File: config.mk
export PLATFORM = sky130hd
export DESIGN_NAME = usrp_tag_symb_integrator
export DESIGN_NICKNAME = d
export VERILOG_FILES = /design/src/rtl/usrp_tag_symb_integrator.sv
export SDC_FILE = /design/constraint.sdc
export NUM_CORES = 1
export LEC_CHECK = 0
export ABC_AREA = 1
export CAP_MARGIN = 10
export CORE_MARGIN = 4
export CORE_UTILIZATION = 64
export DETAILED_ROUTE_END_ITERATION = 6
export GPL_ROUTABILITY_DRIVEN = 0
export HOLD_SLACK_MARGIN = 0.03
export PLACE_DENSITY = 0.95
export SYNTH_ARGS = -nofsm -noshare
export SYNTH_HDL_FRONTEND = slang
export SYNTH_SLANG_ARGS = --single-unit
File: constraint.sdc
create_clock -name clk -period 11.14 [get_ports clk]
set_clock_uncertainty 0.2 [all_clocks]
set_input_delay 2.785 -clock clk [delete_from_list [all_inputs] [get_ports clk]]
set_output_delay 2.785 -clock clk [all_outputs]
set_load 0.01 [all_outputs]
File: src/rtl/usrp_tag_symb_integrator.sv
// usrp_tag_symb_integrator
// Integrate-and-dump stage for the tag RX baseband IQ stream. Accumulates
// NSIG samples per symbol, then emits one scaled, saturated complex sum tagged
// with its symbol index. out_tlast marks the NSYMB-th symbol of a frame.
// Optional build macro TAG_INTEG_OVF_CNT_EN adds a 16-bit saturating count of
// dumps in which I or Q clipped.
module usrp_tag_symb_integrator #(
   parameter int DATA_WIDTH  = 16,
   parameter int ACC_WIDTH   = 40,
   parameter int OUT_WIDTH   = 32,
   parameter int OUT_SHIFT   = 18,
   parameter int NSIG_WIDTH  = 24,
   parameter int NSYMB_WIDTH = 16,
   parameter int NSIG        = 262144,
   parameter int NSYMB       = 64
) (
   input  logic                          clk,
   input  logic                          reset,
   input  logic                          srst,
   input  logic signed [DATA_WIDTH-1:0]  irx_bb,
   input  logic signed [DATA_WIDTH-1:0]  qrx_bb,
   input  logic                          in_tvalid,
   output logic                          in_tready,
   output logic signed [OUT_WIDTH-1:0]   out_i,
   output logic signed [OUT_WIDTH-1:0]   out_q,
   output logic [NSYMB_WIDTH-1:0]        out_symb,
   output logic                          out_tvalid,
   output logic                          out_tlast,
   input  logic                          out_tready,
   output logic                          ovf
`ifdef TAG_INTEG_OVF_CNT_EN
   ,
   output logic [15:0]                   ovf_cnt
`endif
);

   localparam logic [NSIG_WIDTH-1:0]  LAST_SAMPLE = NSIG_WIDTH'(NSIG - 1);
   localparam logic [NSYMB_WIDTH-1:0] LAST_SYMB   = NSYMB_WIDTH'(NSYMB);
   localparam logic [NSYMB_WIDTH-1:0] FIRST_SYMB  = NSYMB_WIDTH'(1);

   logic [NSIG_WIDTH-1:0]         count;
   logic [NSYMB_WIDTH-1:0]        symb;
   logic signed [ACC_WIDTH-1:0]   acc_i, acc_q;
   logic signed [ACC_WIDTH-1:0]   ext_i, ext_q;
   logic signed [ACC_WIDTH-1:0]   sum_i, sum_q;
   logic signed [ACC_WIDTH-1:0]   scaled_i, scaled_q;
   logic signed [OUT_WIDTH-1:0]   res_i, res_q;
   logic                          clip_i, clip_q;
   logic                          is_last, xfer, dump;

   // Clamp a scaled accumulator to the output range; MSB of the result flags clipping.
   function automatic logic [OUT_WIDTH:0] saturate(input logic signed [ACC_WIDTH-1:0] v);
      logic [ACC_WIDTH-OUT_WIDTH:0] top;
      top = v[ACC_WIDTH-1:OUT_WIDTH-1];
      if ((&top) || !(|top))
         return {1'b0, v[OUT_WIDTH-1:0]};
      else if (v[ACC_WIDTH-1])
         return {1'b1, 1'b1, {(OUT_WIDTH-1){1'b0}}};
      else
         return {1'b1, 1'b0, {(OUT_WIDTH-1){1'b1}}};
   endfunction

   assign ext_i = {{(ACC_WIDTH-DATA_WIDTH){irx_bb[DATA_WIDTH-1]}}, irx_bb};
   assign ext_q = {{(ACC_WIDTH-DATA_WIDTH){qrx_bb[DATA_WIDTH-1]}}, qrx_bb};

   assign is_last   = (count == LAST_SAMPLE);
   assign in_tready = !(is_last && out_tvalid && !out_tready);
   assign xfer      = in_tvalid && in_tready;
   assign dump      = xfer && is_last;

   // Running sum including the current sample, scaled by a flooring shift and clamped.
   always_comb begin
      sum_i    = acc_i + ext_i;
      sum_q    = acc_q + ext_q;
      scaled_i = sum_i >>> OUT_SHIFT;
      scaled_q = sum_q >>> OUT_SHIFT;
      {clip_i, res_i} = saturate(scaled_i);
      {clip_q, res_q} = saturate(scaled_q);
   end

   // Input side: accumulate accepted samples and advance the sample/symbol counters.
   always_ff @(posedge clk or posedge reset) begin
      if (reset) begin
         acc_i <= '0;
         acc_q <= '0;
         count <= '0;
         symb  <= FIRST_SYMB;
      end else if (srst) begin
         acc_i <= '0;
         acc_q <= '0;
         count <= '0;
         symb  <= FIRST_SYMB;
      end else if (dump) begin
         acc_i <= '0;
         acc_q <= '0;
         count <= '0;
         symb  <= (symb == LAST_SYMB) ? FIRST_SYMB : symb + FIRST_SYMB;
      end else if (xfer) begin
         acc_i <= sum_i;
         acc_q <= sum_q;
         count <= count + NSIG_WIDTH'(1);
      end
   end

   // Output register: a dump always loads, otherwise acceptance empties the slot.
   always_ff @(posedge clk or posedge reset) begin
      if (reset) begin
         out_i      <= '0;
         out_q      <= '0;
         out_symb   <= '0;
         out_tvalid <= 1'b0;
         out_tlast  <= 1'b0;
         ovf        <= 1'b0;
      end else if (srst) begin
         out_i      <= '0;
         out_q      <= '0;
         out_symb   <= '0;
         out_tvalid <= 1'b0;
         out_tlast  <= 1'b0;
         ovf        <= 1'b0;
      end else if (dump) begin
         out_i      <= res_i;
         out_q      <= res_q;
         out_symb   <= symb;
         out_tvalid <= 1'b1;
         out_tlast  <= (symb == LAST_SYMB);
         ovf        <= ovf || clip_i || clip_q;
      end else if (out_tready) begin
         out_tvalid <= 1'b0;
      end
   end

`ifdef TAG_INTEG_OVF_CNT_EN
   // Count dumps that clipped on either rail, holding at the maximum.
   always_ff @(posedge clk or posedge reset) begin
      if (reset)
         ovf_cnt <= '0;
      else if (srst)
         ovf_cnt <= '0;
      else if (dump && (clip_i || clip_q) && (ovf_cnt != 16'hFFFF))
         ovf_cnt <= ovf_cnt + 16'd1;
   end
`endif

endmodule

### Yosys cells after proc, flatten, opt, wreduce, memory -nomap -nowiden

Index checks and enable logic that the tools add are counted.

* word-level logic and storage cells: 47
* register bits: 202
* input port bits: 37
* output and inout port bits: 84

* multiplexer cells: 23
* eq/ne operators: 2
* $add $sub $neg: 4
* reduce and logical (&&, ||, !) cells: 9

Operators by type and width (count)
* 2-to-1 mux 40 bit: 6
* 2-to-1 mux 32 bit: 4
* adder 40 x 16 -> 40 bit: 2
* 2-to-1 mux 16 bit: 5
* 2-to-1 mux 24 bit: 3
* adder 24 x 1 -> 24 bit (second input constant): 1
* == test 24 x 18 -> 1 bit (second input constant): 1
* adder 16 x 1 -> 16 bit (second input constant): 1
* == test 16 x 7 -> 1 bit (second input constant): 1
* nonzero test 3 bit: 2
* 2-to-1 mux 1 bit: 5
* logical AND 1 bit: 4
* zero test 1 bit: 2
* nonzero test 2 bit: 1

### Logic depth before layout (Yosys ltp)

Gate-level depths: netlist (run 1).

* depth after elaboration: 8
* mapped depth: 14
* mapped depth without buffers: 14

### Least setup slack after synthesis (run 1)

No wires, ideal clock.

* path type: input -> output
* from: in out_tready
* to: out in_tready
* data required time: 8.155 ns
* buffers on the path: 0
* setup slack: 5.086 ns
* stages on the path: 2
* data arrival time: 3.069 ns
* cell sequence: nor2_1 > nand3_1

* cells in the longest elaborated chain, start to end: 3

RTL lines
* start: declaration: RTL line 29 `input logic out_tready,`
* zero test 1 bit: RTL line 67 `assign in_tready = !(is_last && out_tvalid && !out_tready);`
* logical AND 1 bit: RTL line 67
* zero test 1 bit: RTL line 67
* end: declaration: RTL line 23 `output logic in_tready,`

Every way passes these cells.

### Final worst setup path (run 1)

Ends and elaborated chain as after synthesis.

==> impl_results.rst, run 1 <==
.. list-table::
   :header-rows: 1

   * - Metric
     - Value
   * - Status
     - complete, no violations
   * - Seq/Total Area, Yosys
     - 33.1%
   * - Leading cell types by count after synthesis
     - sky130_fd_sc_hd__nand2_1, sky130_fd_sc_hd__inv_1, sky130_fd_sc_hd__nor2_1
   * - Antenna cell count
     - 0
   * - Fillcell total
     - 1610
   * - Count of final hold-check violations
     - 0
   * - Total GRT Usage
     - 31.3%
   * - Placeable core area
     - 21100 sq um
   * - Clock latency at the later pin of the worst-skew pair
     - 0.44 ns
   * - Post-synth EDFFs
     - 0
   * - Launch point of the critical path
     - out_tready
   * - Hold crit path type
     - flop to flop
   * - Warnings from Yosys
     - 0
   * - Most common cell in the netlist
     - sky130_fd_sc_hd__nand2_1
   * - Maximum root-to-sink buffer count
     - 2
   * - Unrepaired setup endpoints after global routing
     - false
   * - Width of the die
     - 155 um
   * - Fraction of final layout cells sized beyond drive strength 1
     - 2.47%
   * - Period utilisation layout
     - 62.4%
   * - Maximum number of pins on one net before global-route repair
     - 111
   * - Synthesized area
     - 13800 sq um
   * - First drt pass iteration count
     - 6
   * - Resize count post-CTS
     - 0
   * - Cell at the root of the clock tree
     - sky130_fd_sc_hd__clkbuf_16
   * - Portion of synthesized cell area occupied by the leading cell type
     - 32.9%
   * - Overall power of the completed layout
     - 1.98 mW
   * - Synth area leaders
     - sky130_fd_sc_hd__dfrtp_1, sky130_fd_sc_hd__nand2_1, sky130_fd_sc_hd__inv_1
   * - Combinational family with the most area after synthesis
     - simple AND/OR/NAND/NOR gates
   * - Peak Freq
     - 144 MHz
   * - Crit path kind
     - input pin to output pin
   * - Max Cap Violations
     - 0
   * - Minimum clock period after layout
     - 6.96 ns
   * - Instance count of the mapped netlist
     - 2131
   * - Number of buffers inserted by hold repair at cts
     - 0
   * - Number of cell rows
     - 53
   * - Final Util
     - 73.8%
   * - Number of antenna violations at the first check in global routing
     - 1
   * - Required time at the endpoint of the critical path
     - 8.16 ns
   * - Initial Utilization
     - 65.2%
   * - Launch instance of the worst register-to-register path
     - count[0]
   * - First-pass GRT wire length
     - 62900 um
   * - Mean post-synth cell area
     - 6.46 sq um
   * - Count of antenna-violating nets left after detailed routing
     - 0
   * - Die extent in y
     - 155 um
   * - Share of flip-flops with an asynchronous set or reset after synthesis
     - 100%
   * - Number of buffers inserted during clock tree synthesis
     - 17
   * - Worst Path Arrival
     - 3.97 ns
   * - Number of nets in the layout
     - 2334
   * - Post-route setup slack
     - 4.18 ns
   * - Cell type with the largest total area after synthesis
     - sky130_fd_sc_hd__dfrtp_1
   * - Peak supply drop
     - 0.0930 mV
   * - CTS tree
     - built
   * - DP Worst Slack
     - 4.19 ns
   * - Synthesis-stage register bit count
     - 182
   * - Area delta synth->final
     - 13.1%
   * - Remaining max-slew budget at the tightest pin
     - 32.9%
   * - Total grt overflow
     - 0
   * - Post-DP HPWL
     - 26100 um
   * - Storage element area
     - 4560 sq um
   * - Flip-flop cell with the highest count after synthesis
     - sky130_fd_sc_hd__dfrtp_1
   * - Number of global-route vias before repair
     - 13774
   * - Final-layout setup total negative slack
     - 0 ns
   * - Routed wirelength normalized by instance count
     - 14.9 um
   * - Area share of xor/xnor cells in the synthesized design
     - 3.76%
   * - Hold wc startpoint
     - out_i[20]
   * - Type of element capturing the critical path
     - output pin
   * - Synthesized-area fraction occupied by and/or/nand/nor cells
     - 39.0%
   * - Syn nets
     - 2251
   * - Number of placed I/O pins
     - 121
   * - Leak
     - 8.43 nW
   * - Arithmetic-cell share of the synthesized area counting full adders, half adders and majority gates
     - 7.66%
   * - Via count of the routed design
     - 14168
   * - Total routed wirelength
     - 37200 um
   * - Pins over their slew limit
     - 0
   * - Number of unique standard cell types used by synthesis
     - 35
   * - Number of DRC markers in iteration 0
     - 1602
   * - Number of H-tree levels
     - 4
   * - Clock-pin slew on the worst setup and hold paths
     - 0.07 ns
   * - Count of endpoints failing setup in the final report
     - 0
   * - Area used by multi-input combinational logic
     - 7740 sq um
   * - Crit path launch type
     - input pin
   * - Share of the synthesized area in compound gates (AO/OA/AOI/OAI)
     - 5.88%
   * - Final routed DRC violation total
     - 0
   * - Clock Sinks
     - 182
   * - Multiplexer fraction of the synthesized cell area
     - 0%
   * - Total setup buffers inserted after CTS
     - 0
   * - Measured slew at the worst slew-check pin
     - 1.01 ns
   * - Area of the die
     - 23900 sq um
   * - Largest driver fanout on the critical path
     - 3
   * - Power density relative to cell area
     - 127 nW/um^2
   * - Port Buffers
     - 119
   * - Number of vias per cell
     - 5.66
==> worst max-delay path: stages <==
cell	delay, ns
sky130_fd_sc_hd__clkdlybuf4s50_1	0.39
sky130_fd_sc_hd__nor2_1	0.21
sky130_fd_sc_hd__nand3_1	0.10
sky130_fd_sc_hd__clkdlybuf4s50_1	0.48
==> worst paths after layout <==
| path | to | slack [ns] | depth (start not counted) |
|---|---|---|---|
| setup / recovery | in_tready | 4.18 | 4 |
| hold / removal | out_i[20] | 0.28 | 2 |
| max in group asynchronous | acc_q[31] | 6.42 | 3 |
| min in group asynchronous | count[21] | 2.77 | 2 |
| setup reg to reg | symb[15] | 7.40 | 11 |
| hold reg to reg | out_i[20] | 0.28 | 2 |
==> per-layer routing <==
metal / share of wire, % / vias to the layer above / global-route usage [%]
li1: - / 6790 / -
met2: 46 / 797 / 51.4
met5: 0.043 / - / 0
met1: 41 / 6407 / 41.0
met3: 8.8 / 172 / 5.23
met4: 3.9 / 2 / 13.5
==> flip-flops by register name, indices dropped and copies added (netlist names) <==
name        count
out_symb       16
symb           16
out_tvalid      1
acc_i          40
count          24
acc_q          40
out_tlast       1
out_q          22
out_i          22
==> power by group <==
part,total [mW],switching (mW),leakage (nW),internal [mW]
clock,0.609,0.288,0.283,0.321
sequential,0.732,0.0276,2.48,0.704
combinational,0.637,0.421,5.67,0.216
total,1.98,0.736,8.43,1.24
==> placed cells by master (no fill, tap or decap), drive strengths merged, types with 2 or more instances in the layout <==
master	netlist	routed
or2	4	4
o211ai	2	2
nand2	849	849
o21bai	7	7
xor2	28	28
clkbuf	16	18
buf	46	7
nand3	167	167
dfrtp	181	181
nor2	193	193
and2	3	3
nand3b	25	25
xnor2	31	31
clkinv	0	5
ha	81	81
nor4	9	9
fa	2	2
nand4	18	18
a21oi	58	58
clkdlybuf4s50	0	119
inv	289	295
nor3	30	30
clkinvlp	0	2
o21ai	87	87
==> logic make-up after synthesis <==
group,after synthesis
and+or+nand+nor,1299
buffers and inverters,351
DFF,182
AOI/OAI and AO/OA,156
adders and majority gates,83
xor gates and xnor gates,59
other,1
==> stage by stage <==
| stage | instance area (sq um) | hold WS (ns) | cells |
|---|---|---|---|
| 2_1_floorplan | 13800 | 0.253 | 2131 |
| 3_3_place_gp | 15000 | 0.257 | 2470 |
| 3_5_place_dp | 15000 | 0.264 | 2470 |
| 4_1_cts | 15600 | 0.284 | 2502 |
| 5_1_grt | 15600 | 0.301 | 2502 |
| 6_report | 15600 | 0.282 | 2502 |
==> layout make-up <==
type / instances / area share [%]
timing repair buffer: 126 / 7.99
sequential: 182 / 29.3
inverter: 289 / 7.01
clock inverter: 14 / 0.909
multi-input combinational: 1598 / 49.8
tap: 275 / 2.21
clock buffer: 18 / 2.82
Power figures use the tool's default switching activity.
==> inputs of run 2 (changes only) <==
Settings changed: CORE_UTILIZATION 64 to 54, PLACE_DENSITY 0.95 to 0.89.
Clock period 11.14 ns to 5.6 ns, I/O delays scaled along.
==> run 2 against run 1 <==
- sequential share of layout area decreased by 0.28 points
- wire length decreased by 2.0%
- worst setup slack got worse by 3.0 ns
- core utilization decreased by 11 points
- critical path depth increased by 9
- sequential power increased by 98%
- largest power group unchanged
==> impl_results.rst, run 2 (synthesis results as in run 1) <==
.. list-table::
   :header-rows: 1

   * - Metric
     - Value
   * - Largest driver fanout on the critical path
     - 25 (+22)
   * - Die extent in y
     - 168 um (+8.4%)
   * - Met2 wire length
     - 16600 um (-3.9%)
   * - Number of nets in the layout
     - 2335 (+0.043%)
   * - Max Cap Violations
     - 0 (unchanged)
   * - Number of placed I/O pins
     - 121 (unchanged)
   * - Routed wirelength normalized by instance count
     - 14.3 um (-4.1%)
   * - Area delta synth->final
     - 14.2%
   * - Peak Freq
     - 227 MHz
   * - Resize count post-CTS
     - 0 (unchanged)
   * - Post-DP HPWL
     - 26900 um (+3.3%)
   * - Crit path launch type
     - input pin
   * - Routed length on met3
     - 2820 um (-14%)
   * - Largest registers ranked by flip-flop count
     - acc_i (40), acc_q (40), count (24)
   * - First drt pass iteration count
     - 6 (unchanged)
   * - Hold crit path type
     - flop to flop
   * - Routed length on met1
     - 16000 um (+5.2%)
   * - Final-layout setup total negative slack
     - 0 ns (unchanged)
   * - Overall power of the completed layout
     - 3.97 mW (+100%)
   * - Placeable core area
     - 25100 sq um (+19%)
   * - Crit path kind
     - input pin to flop
   * - Ordered list of cells on the worst path
     - clkdlybuf4s50_1, ha_1, nand2_1, nor2_1, nand2_1, nor2_1, nand2_1, nand3_1, nand2_1, nand2_1, nand2_1, nand3_1, nand2_1
   * - Total setup buffers inserted after CTS
     - 0 (unchanged)
   * - Initial Utilization
     - 54.8% (-10 points)
   * - Number of vias per cell
     - 5.45 (-3.7%)
   * - Port Buffers
     - 119 (unchanged)
   * - Minimum clock period after layout
     - 4.41 ns
   * - Total GRT Usage
     - 25.8% (-5.5 points)
   * - Count of endpoints failing setup in the final report
     - 0 (unchanged)
   * - Clock Sinks
     - 182 (unchanged)
   * - Most common library cell in the layout ignoring fill and taps
     - sky130_fd_sc_hd__nand2_1
   * - Area of the die
     - 28100 sq um (+18%)
   * - Number of cell rows
     - 58 (+9.4%)
   * - Most used cell, CP
     - sky130_fd_sc_hd__nand2_1
   * - Required time at the endpoint of the critical path
     - 5.73 ns (-2.43 ns)
   * - Peak supply drop
     - 0.191 mV (+110%)
   * - Total grt overflow
     - 0 (unchanged)
   * - Number of buffers inserted during clock tree synthesis
     - 17 (unchanged)
   * - Leak
     - 8.46 nW (+0.28%)
   * - Total routed wirelength
     - 36500 um (-2.0%)
   * - Via count of the routed design
     - 13954 (-1.5%)
   * - Type of element capturing the critical path
     - flop
   * - Unrepaired setup endpoints after global routing
     - false
   * - Pins over their slew limit
     - 0 (unchanged)
   * - Non-Filler Instances
     - 2559 (+2.3%)
   * - Number of DRC markers in iteration 0
     - 1184 (-26%)
   * - Count of final hold-check violations
     - 0 (unchanged)
   * - Count of antenna-violating nets left after detailed routing
     - 0 (unchanged)
   * - Cell at the root of the clock tree
     - sky130_fd_sc_hd__clkbuf_16
   * - Number of global-route vias before repair
     - 13369 (-2.9%)
   * - Status
     - complete, no violations
   * - Remaining max-slew budget at the tightest pin
     - 18.0% (-15 points)
   * - Number of H-tree levels
     - 4 (unchanged)
   * - CTS tree
     - built
   * - Most frequent cells in the layout
     - sky130_fd_sc_hd__nand2_1, sky130_fd_sc_hd__inv_1, sky130_fd_sc_hd__nor2_1
   * - Maximum root-to-sink buffer count
     - 2 (unchanged)
   * - Maximum number of pins on one net before global-route repair
     - 92 (-17%)
   * - Number of antenna violations at the first check in global routing
     - 1 (unchanged)
   * - Maximum cell stage delay along the critical path
     - 1.06 ns (+0.58 ns)
   * - Top layer reached by signal wires
     - met4
   * - Hold slack final
     - 0.274 ns (-0.00805 ns)
   * - Clock latency at the later pin of the worst-skew pair
     - 0.44 ns (about the same)
   * - Worst Path Arrival
     - 4.54 ns (+0.57 ns)
   * - Period utilisation layout
     - 78.7%
   * - Fraction of final layout cells sized beyond drive strength 1
     - 2.51% (+0.044 points)
   * - Power density relative to cell area
     - 253 nW/um^2 (+99%)
   * - Final Util
     - 62.6% (-11 points)
   * - Measured slew at the worst slew-check pin
     - 1.23 ns (+0.219 ns)
   * - Crit path max-delay cell type
     - sky130_fd_sc_hd__clkdlybuf4s50_1
   * - Placed instance count
     - 2526 (+2.3%)
   * - Clock-pin slew on the worst setup and hold paths
     - 0.08 ns (about the same)
   * - Width of the die
     - 168 um (+8.4%)
   * - Number of buffers inserted by hold repair at cts
     - 0 (unchanged)
   * - Final routed DRC violation total
     - 0 (unchanged)
   * - First-pass GRT wire length
     - 61800 um (-1.7%)
-- run 2: area by class of cell --
cell class	count	area, sq um
repair buffers	127	1300
inverters	289	1090
clock inverters	15	178
clock buffers	17	425
fillers	2275	9400
well taps	330	413
multi-input cells	1598	7740
diodes	1	2.50
flip-flops and latches	182	4560
-- run 2: worst paths after layout --
| path | startpoint | endpoint | slack (ns) | cells after the start |
|---|---|---|---|---|
| max | qrx_bb[15] | acc_q[30] | 1.19 | 13 |
| min | out_symb[5] | out_symb[5] | 0.27 | 2 |
| max reg2reg | count[0] | out_symb[1] | 2.14 | 11 |
| min reg2reg | out_symb[5] | out_symb[5] | 0.27 | 2 |
| max in group asynchronous | reset | symb[0] | 2.94 | 3 |
| min in group asynchronous | reset | acc_q[8] | 1.30 | 2 |
-- run 2: power breakdown --
part	switching [mW]	internal (mW)	leakage [nW]
Clock	0.606	0.641	0.290
Sequential	0.0544	1.40	2.48
Combinational	0.838	0.433	5.68
Total	1.50	2.48	8.46
-- run 2: routing by layer --
metal,up-vias,GRT usage [%]
li1,6824,-
met1,6394,34.6
met2,628,42.3
met3,108,4.70
met4,0,8.50
met5,-,0
-- run 2: worst max-delay path: cells and delay by family --
kind	cells	cell delay, ns
and+or+nand+nor	11	1.33
adders and majority gates	1	0.73
buffers and inverters	1	1.06
-- run 2: per-stage QoR --
stage / setup WS (ns) / area [sq um]
after floorplan: 1.66 / 13800
after detailed placement: 0.840 / 15100
final: 1.19 / 15700
after global routing: 1.05 / 15700
after CTS: 1.29 / 15700
after global placement: 1.02 / 15100
==> inputs of run 3 (changes only) <==
Settings changed: CORE_UTILIZATION 54 to 59, PLACE_DENSITY 0.89 to 0.92.
Clock period 5.6 ns to 4.45 ns, I/O delays scaled along.
==> run 3 against run 2 <==
- wire length up 1.2%
- register-to-register slack worse by 1.0 ns
- flip-flop and latch count unchanged
- die area down 8.1%
- global-route usage up 2.9 points
- worst setup slack worse by 0.47 ns
- sequential power up 26%
- clock power up 18%
- via count up 0.82%
- core utilization up 6.4 points
- non-clock buffer count up 11
- critical path depth down 2
- largest cell class unchanged
==> impl_results.rst, run 3 (synthesis results as in run 1) <==
.. list-table::
   :header-rows: 1

   * - Metric
     - Value
   * - Status
     - complete, no violations
   * - Routed wirelength normalized by instance count
     - 14.5 um (+1.5%)
   * - Area delta synth->final
     - 14.2% (unchanged)
   * - First drt pass iteration count
     - 6 (unchanged)
   * - Number of nets in the layout
     - 2346 (+0.47%)
   * - Clock-pin slew on the worst setup and hold paths
     - 0.08 ns (about the same)
   * - Crit path max-delay cell type
     - sky130_fd_sc_hd__clkdlybuf4s50_1
   * - Width of the die
     - 161 um (-4.1%)
   * - Number of buffers inserted by hold repair at cts
     - 0 (unchanged)
   * - Hold crit path type
     - flop to flop
   * - Type of element capturing the critical path
     - flop
   * - Fraction of final layout cells sized beyond drive strength 1
     - 2.90% (+0.39 points)
   * - Hold slack final
     - 0.272 ns (-0.00179 ns)
   * - Peak Freq
     - 269 MHz
   * - Final routed DRC violation total
     - 0 (unchanged)
   * - First-pass GRT wire length
     - 62700 um (+1.4%)
   * - Number of vias per cell
     - 5.51 (+1.1%)
   * - Number of buffers inserted during clock tree synthesis
     - 17 (unchanged)
   * - Most common library cell in the layout ignoring fill and taps
     - sky130_fd_sc_hd__nand2_1
   * - Largest driver fanout on the critical path
     - 14 (-44%)
   * - Largest registers ranked by flip-flop count
     - acc_i (40), acc_q (40), count (24)
   * - Maximum number of pins on one net before global-route repair
     - 183 (+99%)
   * - Worst reg-to-reg setup slack
     - 1.11 ns (-1.03 ns)
   * - Peak supply drop
     - 0.208 mV (+8.7%)
   * - Number of H-tree levels
     - 4 (unchanged)
   * - Pins over their slew limit
     - 0 (unchanged)
   * - Final Util
     - 69.0% (+6.4 points)
   * - Initial Utilization
     - 60.4% (+5.6 points)
   * - Most frequent cells in the layout
     - sky130_fd_sc_hd__nand2_1, sky130_fd_sc_hd__inv_1, sky130_fd_sc_hd__nor2_1
   * - Total grt overflow
     - 0 (unchanged)
   * - Worst Path Arrival
     - 3.87 ns (-0.67 ns)
   * - Post-DP HPWL
     - 27000 um (+0.31%)
   * - Number of DRC markers in iteration 0
     - 1580 (+33%)
   * - Count of final hold-check violations
     - 0 (unchanged)
   * - Crit path kind
     - input pin to flop
   * - Launch instance of the worst register-to-register path
     - count[0]
   * - Number of antenna violations at the first check in global routing
     - 0 (-1)
   * - Crit path launch type
     - input pin
   * - Required time at the endpoint of the critical path
     - 4.60 ns (-1.13 ns)
   * - Clock latency at the later pin of the worst-skew pair
     - 0.44 ns (about the same)
   * - Maximum root-to-sink buffer count
     - 2 (unchanged)
   * - Count of endpoints failing setup in the final report
     - 0 (unchanged)
   * - Unrepaired setup endpoints after global routing
     - false
   * - Count of antenna-violating nets left after detailed routing
     - 0 (unchanged)
   * - Number of cell rows
     - 55 (-5.2%)
   * - Clock Sinks
     - 182 (unchanged)
   * - Ordered list of cells on the worst path
     - clkdlybuf4s50_1, buf_4, buf_4, ha_1, a21oi_1, o21ai_0, o21bai_1, nor2_1, nand3_1, nand3_1, nand2_1
   * - Number of placed I/O pins
     - 121 (unchanged)
   * - Resize count post-CTS
     - 0 (unchanged)
   * - Max Cap Violations
     - 0 (unchanged)
   * - Die extent in y
     - 161 um (-4.1%)
   * - RR Endpoint
     - out_symb[3]
   * - Placeable core area
     - 22800 sq um (-9.3%)
   * - Antenna cell count
     - 0 (-1)
   * - Cell at the root of the clock tree
     - sky130_fd_sc_hd__clkbuf_16
   * - Power density relative to cell area
     - 313 nW/um^2 (+24%)
   * - Cell count of the worst reg-to-reg path
     - 9 (-2)
   * - Port Buffers
     - 119 (unchanged)
   * - Remaining max-slew budget at the tightest pin
     - 35.3% (+17 points)
   * - Minimum clock period after layout
     - 3.72 ns
   * - Number of global-route vias before repair
     - 13626 (+1.9%)
   * - Total setup buffers inserted after CTS
     - 0 (unchanged)
   * - Final-layout setup total negative slack
     - 0 ns (unchanged)
   * - Maximum cell stage delay along the critical path
     - 0.76 ns (-0.30 ns)
   * - Period utilisation layout
     - 83.7%
   * - Launch point of the critical path
     - irx_bb[15]
   * - Measured slew at the worst slew-check pin
     - 0.971 ns (-0.256 ns)
   * - Destination of the critical timing path
     - acc_i[33]
   * - CTS tree
     - built
   * - Total routed wirelength
     - 36900 um (+1.2%)
   * - Total GRT Usage
     - 28.6% (+2.9 points)
   * - Via count of the routed design
     - 14069 (+0.82%)
   * - Area of the die
     - 25800 sq um (-8.1%)
   * - Leak
     - 8.49 nW (+0.38%)
==> run 3: cell type report <==
| type | instances | area [sq um] |
|---|---|---|
| Clock inverter | 12 | 110 |
| Multi-Input combinational cell | 1598 | 7740 |
| Sequential cell | 182 | 4560 |
| Inverter | 289 | 1090 |
| Timing Repair Buffer | 138 | 1370 |
| Tap cell | 313 | 392 |
| Clock buffer | 20 | 447 |
| Fill cell | 1834 | 7070 |
==> run 3: metal layers <==
layer	global-route usage, %	vias to the layer above	part of all wire (%)
met1	37.8	6376	43
li1	-	6839	-
met3	5.62	154	7.6
met2	46.5	700	45
met4	11.7	0	4.0
met5	0	-	0
==> run 3: metrics by stage <==
stage	power (mW)	worst slack, ns	instances	area [sq um]
floorplan	3.04	0.802	2131	13800
global placement	3.35	0.495	2520	15200
detailed placement	3.42	0.396	2520	15200
CTS	4.90	0.772	2552	15700
global route	5.22	0.558	2552	15700
finish	4.92	0.726	2552	15700
==> run 3: worst min-delay path by stage <==
stage,startpoint,endpoint,slack (ns),cells past startpoint
after floorplan,acc_i[0],acc_i[0],0.25,2
after global placement,out_symb[12],out_symb[12],0.26,2
after detailed placement,out_symb[5],out_symb[5],0.26,2
after CTS,out_symb[5],out_symb[5],0.28,2
after global routing,out_symb[5],out_symb[5],0.29,2
final,out_symb[5],out_symb[5],0.27,2
==> run 3: worst max-delay path, delay by kind of cell <==
family | cells | cell delay, ns
and+or+nand+nor | 4 | 0.48
adders and majority gates | 1 | 0.37
buffers and inverters | 3 | 1.26
AOI/OAI and AO/OA | 3 | 0.64
==> run 3: power breakdown <==
group          leakage (nW)  total (mW)  internal, mW  switching [mW]
Sequential             2.48        1.83          1.76          0.0711
Clock                 0.268        1.48         0.752           0.733
Combinational          5.74        1.61         0.548            1.06
Total                  8.49        4.92          3.06            1.86
